**src/rtl/led_sequence_ctrl.sv**
```systemverilog
// Four-switch LED sequencer: synchronized, debounced switch releases step a
// MANUAL/CHASE/BLINK/OFF mode machine that drives four registered LEDs.
module led_sequence_ctrl #(
  parameter int unsigned DEBOUNCE_LIMIT = 250000,
  parameter int unsigned CHASE_TICKS    = 6250000,
  parameter int unsigned BLINK_TICKS    = 12500000
) (
  input  logic       i_Clk,
  input  logic       i_Rst,
  input  logic       i_Switch_1,
  input  logic       i_Switch_2,
  input  logic       i_Switch_3,
  input  logic       i_Switch_4,
  output logic       o_LED_1,
  output logic       o_LED_2,
  output logic       o_LED_3,
  output logic       o_LED_4,
  output logic [1:0] o_Mode
);

  localparam int unsigned NUM_SW   = 4;
  localparam int unsigned DB_W     = $clog2(DEBOUNCE_LIMIT + 1);
  localparam int unsigned TICK_MAX = (CHASE_TICKS > BLINK_TICKS) ? CHASE_TICKS : BLINK_TICKS;
  localparam int unsigned TICK_W   = $clog2(TICK_MAX);

  localparam logic [DB_W-1:0]   DB_LAST    = DB_W'(DEBOUNCE_LIMIT - 1);
  localparam logic [TICK_W-1:0] CHASE_LAST = TICK_W'(CHASE_TICKS - 1);
  localparam logic [TICK_W-1:0] BLINK_LAST = TICK_W'(BLINK_TICKS - 1);

  typedef enum logic [1:0] {
    MODE_MANUAL = 2'd0,
    MODE_CHASE  = 2'd1,
    MODE_BLINK  = 2'd2,
    MODE_OFF    = 2'd3
  } mode_e;

  logic [NUM_SW-1:0]           sw_raw;
  logic [NUM_SW-1:0]           sync1_q;
  logic [NUM_SW-1:0]           sync2_q;
  logic [NUM_SW-1:0]           deb_q;
  logic [NUM_SW-1:0]           deb_prev_q;
  logic [NUM_SW-1:0][DB_W-1:0] db_cnt_q;
  logic [NUM_SW-1:0]           rel_c;

  mode_e             mode_q;
  logic [3:0]        led_q;
  logic [2:0]        man_q;
  logic              dir_rev_q;
  logic [TICK_W-1:0] tick_q;
  logic [2:0]        man_d;
  logic              dir_rev_d;

  assign sw_raw = {i_Switch_4, i_Switch_3, i_Switch_2, i_Switch_1};

  // Two-flop synchronizer, then a per-switch stability counter.
  always_ff @(posedge i_Clk or posedge i_Rst) begin
    if (i_Rst) begin
      sync1_q    <= '0;
      sync2_q    <= '0;
      deb_q      <= '0;
      deb_prev_q <= '0;
      db_cnt_q   <= '0;
    end else begin
      sync1_q    <= sw_raw;
      sync2_q    <= sync1_q;
      deb_prev_q <= deb_q;
      for (int k = 0; k < NUM_SW; k++) begin
        if (sync2_q[k] == deb_q[k]) begin
          db_cnt_q[k] <= '0;
        end else if (db_cnt_q[k] == DB_LAST) begin
          deb_q[k]    <= sync2_q[k];
          db_cnt_q[k] <= '0;
        end else begin
          db_cnt_q[k] <= db_cnt_q[k] + DB_W'(1);
        end
      end
    end
  end

  // One-cycle pulse on each debounced 1->0 transition.
  assign rel_c     = deb_prev_q & ~deb_q;
  assign man_d     = man_q ^ rel_c[2:0];
  assign dir_rev_d = dir_rev_q ^ rel_c[0];

  // Mode machine; switch 4 wins over any coincident release.
  always_ff @(posedge i_Clk or posedge i_Rst) begin
    if (i_Rst) begin
      mode_q    <= MODE_MANUAL;
      led_q     <= '0;
      man_q     <= '0;
      dir_rev_q <= 1'b0;
      tick_q    <= '0;
    end else if (rel_c[3]) begin
      tick_q <= '0;
      unique case (mode_q)
        MODE_MANUAL: begin
          mode_q    <= MODE_CHASE;
          led_q     <= 4'b0001;
          dir_rev_q <= 1'b0;
        end
        MODE_CHASE: begin
          mode_q <= MODE_BLINK;
          led_q  <= 4'b1111;
        end
        MODE_BLINK: begin
          mode_q <= MODE_OFF;
          led_q  <= 4'b0000;
        end
        MODE_OFF: begin
          mode_q <= MODE_MANUAL;
          led_q  <= {1'b0, man_q};
        end
      endcase
    end else begin
      unique case (mode_q)
        MODE_MANUAL: begin
          man_q  <= man_d;
          led_q  <= {1'b0, man_d};
          tick_q <= '0;
        end
        MODE_CHASE: begin
          dir_rev_q <= dir_rev_d;
          if (tick_q == CHASE_LAST) begin
            tick_q <= '0;
            // led_q[0] is LED1; forward walks toward LED4.
            led_q  <= dir_rev_d ? {led_q[0], led_q[3:1]} : {led_q[2:0], led_q[3]};
          end else begin
            tick_q <= tick_q + TICK_W'(1);
          end
        end
        MODE_BLINK: begin
          if (tick_q == BLINK_LAST) begin
            tick_q <= '0;
            led_q  <= ~led_q;
          end else begin
            tick_q <= tick_q + TICK_W'(1);
          end
        end
        MODE_OFF: begin
          led_q  <= '0;
          tick_q <= '0;
        end
      endcase
    end
  end

  assign o_LED_1 = led_q[0];
  assign o_LED_2 = led_q[1];
  assign o_LED_3 = led_q[2];
  assign o_LED_4 = led_q[3];
  assign o_Mode  = mode_q;

endmodule

```
**config.mk**
```make
export PLATFORM = sky130hd
export DESIGN_NAME = led_sequence_ctrl
export DESIGN_NICKNAME = d
export VERILOG_FILES = /design/src/rtl/led_sequence_ctrl.sv
export SDC_FILE = /design/constraint.sdc
export NUM_CORES = 1
export LEC_CHECK = 0
export ABC_AREA = 1
export CORE_ASPECT_RATIO = 0.5
export CORE_MARGIN = 5
export CORE_UTILIZATION = 50
export DETAILED_ROUTE_END_ITERATION = 16
export GPL_TIMING_DRIVEN = 0
export PLACE_DENSITY = 0.65
export RECOVER_POWER = 100
export SETUP_SLACK_MARGIN = 0.15
export SYNTH_ARGS = -nofsm -noshare
export SYNTH_HDL_FRONTEND = slang
export SYNTH_SLANG_ARGS = --single-unit
export TNS_END_PERCENT = 1
```
**constraint.sdc**
```tcl
create_clock -name i_Clk -period 5.6 [get_ports i_Clk]
set_clock_uncertainty 0.05 [all_clocks]
set_input_delay 1.12 -clock i_Clk [delete_from_list [all_inputs] [get_ports i_Clk]]
set_output_delay 1.12 -clock i_Clk [all_outputs]
set_load 0.03 [all_outputs]
```
# Word level (Yosys, flattened, before mapping)
# Cells that the tools add are included.
# W data, S select, Z words.
[totals]
ff_bits = 122
in_bits = 6
output_inout_bits = 6
wordCells = 79
[classes]
addsub = 5
n_eq_ne = 16
muxes = 22
bitwise = 10
reduce_logical = 10
[op_table]
columns = ["op", "n"]
rows = [
  ["$mux W18", 8],
  ["$add A18 B1 Y18 const B", 4],
  ["$eq A18 B18 Y1 const B", 4],
  ["$mux W24", 3],
  ["$pmux W24 S3", 1],
  ["$pmux W4 S4", 2],
  ["$add A24 B1 Y24 const B", 1],
  ["$eq A24 B23 Y1 const B", 1],
  ["$eq A24 B24 Y1 const B", 1],
  ["$mux W4", 4],
  ["$reduce_and A2 Y1", 7],
  ["$not A4 Y4", 2],
  ["$pmux W2 S4", 1],
  ["$ne A3 B3 Y1 const B", 2],
  ["$not A1 Y1", 5],
  ["$and A4 B4 Y4", 1],
  ["$eq A1 B1 Y1", 4],
  ["$eq A2 B2 Y1 const B", 2],
  ["$mux W1", 3],
  ["$xor A3 B3 Y3", 1],
  ["$eq A2 B1 Y1 const B", 1],
  ["$logic_not A2 Y1", 1],
  ["$ne A2 B1 Y1 const B", 1],
  ["$reduce_bool A2 Y1", 1],
  ["2 further kinds", 2],
]

# Depth between registers and ports, before layout
[depth]
depth_word = 7
depth_mapped = 11
mapped_depth_nobuf = 11

# Worst setup path after synthesis
# Ideal clock, no wire load.
[synth_path]
kind = "register -> register"
startpoint = "register mode_q[1] (netlist: o_Mode[1])"
endpoint = "register tick_q[12]"
setup_ns = 0.069
arrival_time_ns = 1.674
required_time_ns = 5.481
path_slack_ns = 3.807
stages_incl_launch_ff = 11
path_buffers = 2
period_less_slack_ns = 1.793
path_cell_list = "dfrtp_1 -> inv_1 -> ha_1 -> buf_2 -> inv_1 -> nor2_1 -> inv_1 -> nand2_4 -> nand2_4 -> buf_12 -> nor2_2"
[synth_between]
elab_chain_cells = 4
elab_cells_between_ends = 7
classes_between = "eq/ne (3); mux (2); reduce/logical (2)"
[synth_rtl]
columns = ["item", "line", "source"]
rows = [
  ["from (decl)", "45", "mode_e mode_q;"],
  ["from (signal assigned)", "88", "mode_q <= MODE_MANUAL;"],
  ["from (signal assigned)", "97", "mode_q <= MODE_CHASE;"],
  ["from (signal assigned)", "102", "mode_q <= MODE_BLINK;"],
  ["$eq A2 B2 Y1 / $logic_not A2 Y1 (equally long branches)", "115", "unique case (mode_q)"],
  ["$reduce_or A2 Y1 (no source line)", "--", ""],
  ["$pmux W24 S3 (*)", "115", ""],
  ["$mux W24 (*)", "93", "end else if (rel_c[3]) begin"],
  ["to (signal assigned)", "128", "tick_q <= tick_q + TICK_W'(1);"],
  ["to (signal assigned)", "136", "tick_q <= tick_q + TICK_W'(1);"],
  ["to (decl)", "49", "logic [TICK_W-1:0] tick_q;"],
]
# Every way passes the cells marked *; elsewhere a longest branch is shown, timed or not.
# A chain may end at the register's enable or synchronous reset.

==> impl_metrics.py <==
metrics = {
    "run_status": {
        "status": "finished, violations left",
        "violations": "max-capacitance violations, max-slew violations",
    },
    "yosys": {
        "synth-async-reset-ratio_pct": 100,
        "yosys_most_used_dff": "dfrtp_1",
        "avgSynthCellArea_um2": 7.74,
        "synth-edff-count": 0,
        "synth_seq_area_share_pct": 46.7,
        "synthCells": 845,
        "syn_area_um2": 6540,
        "yosysMostFrequentCell": "nor2_1",
        "syn_nets": 860,
        "synth_seq_cells": 122,
        "yosysWarnings": 0,
        "ys_types": 32,
        "synth_area_leader_cell": "dfrtp_1",
        "synth.top_cell.area_share_pct": 46.7,
        "netlist_top_cells_count": "159 x nor2_1, 156 x nand2_1, 128 x inv_1",
        "ys_top_cells_by_area": "dfrtp_1 47%, nor2_1 9.1%, nand2_1 9.0%, inv_1 7.4%, xor2_1 5.2%",
    },
    "floorplan": {
        "die_h_um": 90.8,
        "core_um2": 12700,
        "boundaryPins": 12,
        "die_area_um2": 15600,
        "row_count": 29,
        "initial_core_util_pct": 51.3,
        "die_x_um": 172,
    },
    "global_routing": {
        "grt_use_total_pct": 18.4,
        "antenna_found_initial": 0,
        "grt_first_pass_wirelength_um": 23400,
        "grt_pass1_vias": 5094,
        "grt_overflow": 0,
        "grt_start_max_net_pins": 70,
    },
    "setup_path": {
        "cp_data_arrival_time_ns": 3.45,
        "worstSetupPathType": "primary input to async pin",
        "r2r_end": "tick_q[4]",
        "endpoint_kind": "async pin",
        "crit_path_max_fanout": 69,
        "crit_start": "i_Rst",
        "timing.rr.start": "o_Mode[1]",
        "reg2reg_depth": 10,
        "start_kind": "primary input",
        "r2r_slack_ns": 2.93,
        "required_ns": 6.12,
    },
    "placed_design": {
        "port-buffer-count": 11,
        "gp_congestion": 0.884,
        "placed_cell_area_um2": 6890,
        "place_inst": 1027,
        "detailed_place_hpwl_um": 9130,
    },
    "clock_tree": {
        "htreeDepth": 4,
        "insertion_delay_ns": 0.42,
        "cts-buffers-inserted": 17,
        "cts_max_path_buffers": 2,
        "cts.repair.resized": 0,
        "cts_hold_buf": 0,
        "cts_tree": "done",
        "clock-root-buffer": "clkbuf_16",
        "post_cts_buffers": 0,
        "cts_sinks": 122,
        "clk_pin_slew_ns": 0.06,
    },
    "detailed_routing": {
        "wl_per_cell_um": 12.3,
        "wl_um": 13000,
        "num_vias": 5293,
        "drtPass1Iterations": 6,
        "remaining_drc_errors": 0,
        "via_per_inst": 5.00,
        "drt_iter0_drc": 302,
        "ant_nets": 0,
    },
    "sta": {
        "relSlewSlack_pct": -59.9,
        "min_period_ns": 2.94,
        "slew_viol_final": 54,
        "fmax_mhz": 340,
        "whs_ns": 0.297,
        "period_share_pct": 52.5,
        "finalSetupViolCount": 0,
        "rsz0062_at_grt": "no",
        "tightest_slew_ns": 2.39,
        "hold_viol": 0,
    },
    "hold_path": {
        "worstHoldStart": "sync1_q[0]",
        "min_path_cells": 0,
        "hold_path_class": "flip-flop to flip-flop",
        "worstHoldEndpoint": "sync2_q[0]",
    },
    "layout": {
        "drive_gt1_share_pct": 6.42,
        "area_growth_pct": 13.3,
        "stdcell_area_um2": 7410,
        "fillers": 1155,
        "stdcell_count": 1058,
        "nets": 891,
        "antennaDiodeCount": 0,
    },
    "pwr": {
        "vdd_drop_max_uv": 183,
        "p_per_area_nw_per_um2": 275,
        "p_leak_nw": 3.30,
    },
    "flow_run": {
        "drv_cap": 1,
    },
}
==> power by group <==
group | internal [mW] | leakage [nW] | switching, mW
Clock | 0.667 | 0.275 | 0.423
Sequential | 0.892 | 1.68 | 0.00617
Combinational | 0.0126 | 1.35 | 0.0336
Total | 1.57 | 3.30 | 0.463
==> through the flow <==
step	TNS, ns	util, %	setup slack (ns)	power, mW
after floorplan	0	-	1.19	0.944
after global placement	-73.64	53.9	-0.608	0.960
after detailed placement	0	54.1	3.24	0.963
after CTS	0	58.7	2.85	2.06
after global routing	0	58.2	2.22	2.11
final	0	58.2	2.66	2.03
==> cells by family after synthesis <==
kind of cell / after synthesis / share of synthesized area, %
simple gates: 479 / 33.1
compound gates: 59 / 4.77
flops: 122 / 46.7
fa+ha+maj: 9 / 1.72
buf+inv: 132 / 7.85
xor+xnor: 44 / 5.90
==> cell usage in the layout, fill, tap and decap left out, types with 6 or more instances in the layout <==
| cell | instances |
|---|---|
| inv_1 | 128 |
| nand3_1 | 62 |
| dfrtp_1 | 122 |
| ha_1 | 9 |
| nor2_2 | 12 |
| nor2_1 | 165 |
| dlygate4sd3_1 | 11 |
| a31oi_1 | 6 |
| o21ai_0 | 22 |
| clkbuf_16 | 17 |
| nor3b_1 | 6 |
| nand4_1 | 17 |
| nand2_1 | 158 |
| xor2_1 | 39 |
| a21oi_1 | 26 |
| nor3_1 | 42 |
==> critical path, cell delays in order <==
cell           delay (ns)
dlygate4sd3_1        0.54
clkinvlp_2           1.36
buf_16               0.38
==> state kept, by name, summed over array words and instances (netlist names) <==
name	flops
o_Mode	2
man_q	3
dir_rev_q	1
sync1_q	4
deb_prev_q	4
db_cnt_q	72
tick_q	24
led_q	4
sync2_q	4
deb_q	4
==> worst max-delay path by stage <==
stage          slack (ns)  depth (start not counted)           end
3_5_place_dp         3.24                          3    tick_q[10]
5_1_grt              2.22                          2  db_cnt_q[17]
4_1_cts              2.85                          1     o_Mode[1]
3_3_place_gp        -0.61                          2    tick_q[12]
6_report             2.66                          3      led_q[2]
2_1_floorplan        1.19                          1   db_cnt_q[0]
==> layout make-up <==
cell class / instances / area (um^2) / share of cell area, %
clock inverters: 13 / 144 / 1.94
flip-flops and latches: 122 / 3050 / 41.2
repair buffers: 12 / 138 / 1.86
plain buffers: 3 / 11.3 / 0.152
multi-input cells: 591 / 2930 / 39.5
well taps: 170 / 213 / 2.87
inverters: 129 / 485 / 6.55
clock buffers: 18 / 439 / 5.93
==> metal layers <==
layer,vias to the layer above,global-route usage [%],wire [um]
met5,-,0,0
met4,0,5.21,140
met3,16,4.77,480
met2,79,28.8,5900
met1,2459,25.1,6480
li1,2739,-,-
(Power assumes the default switching activity.)
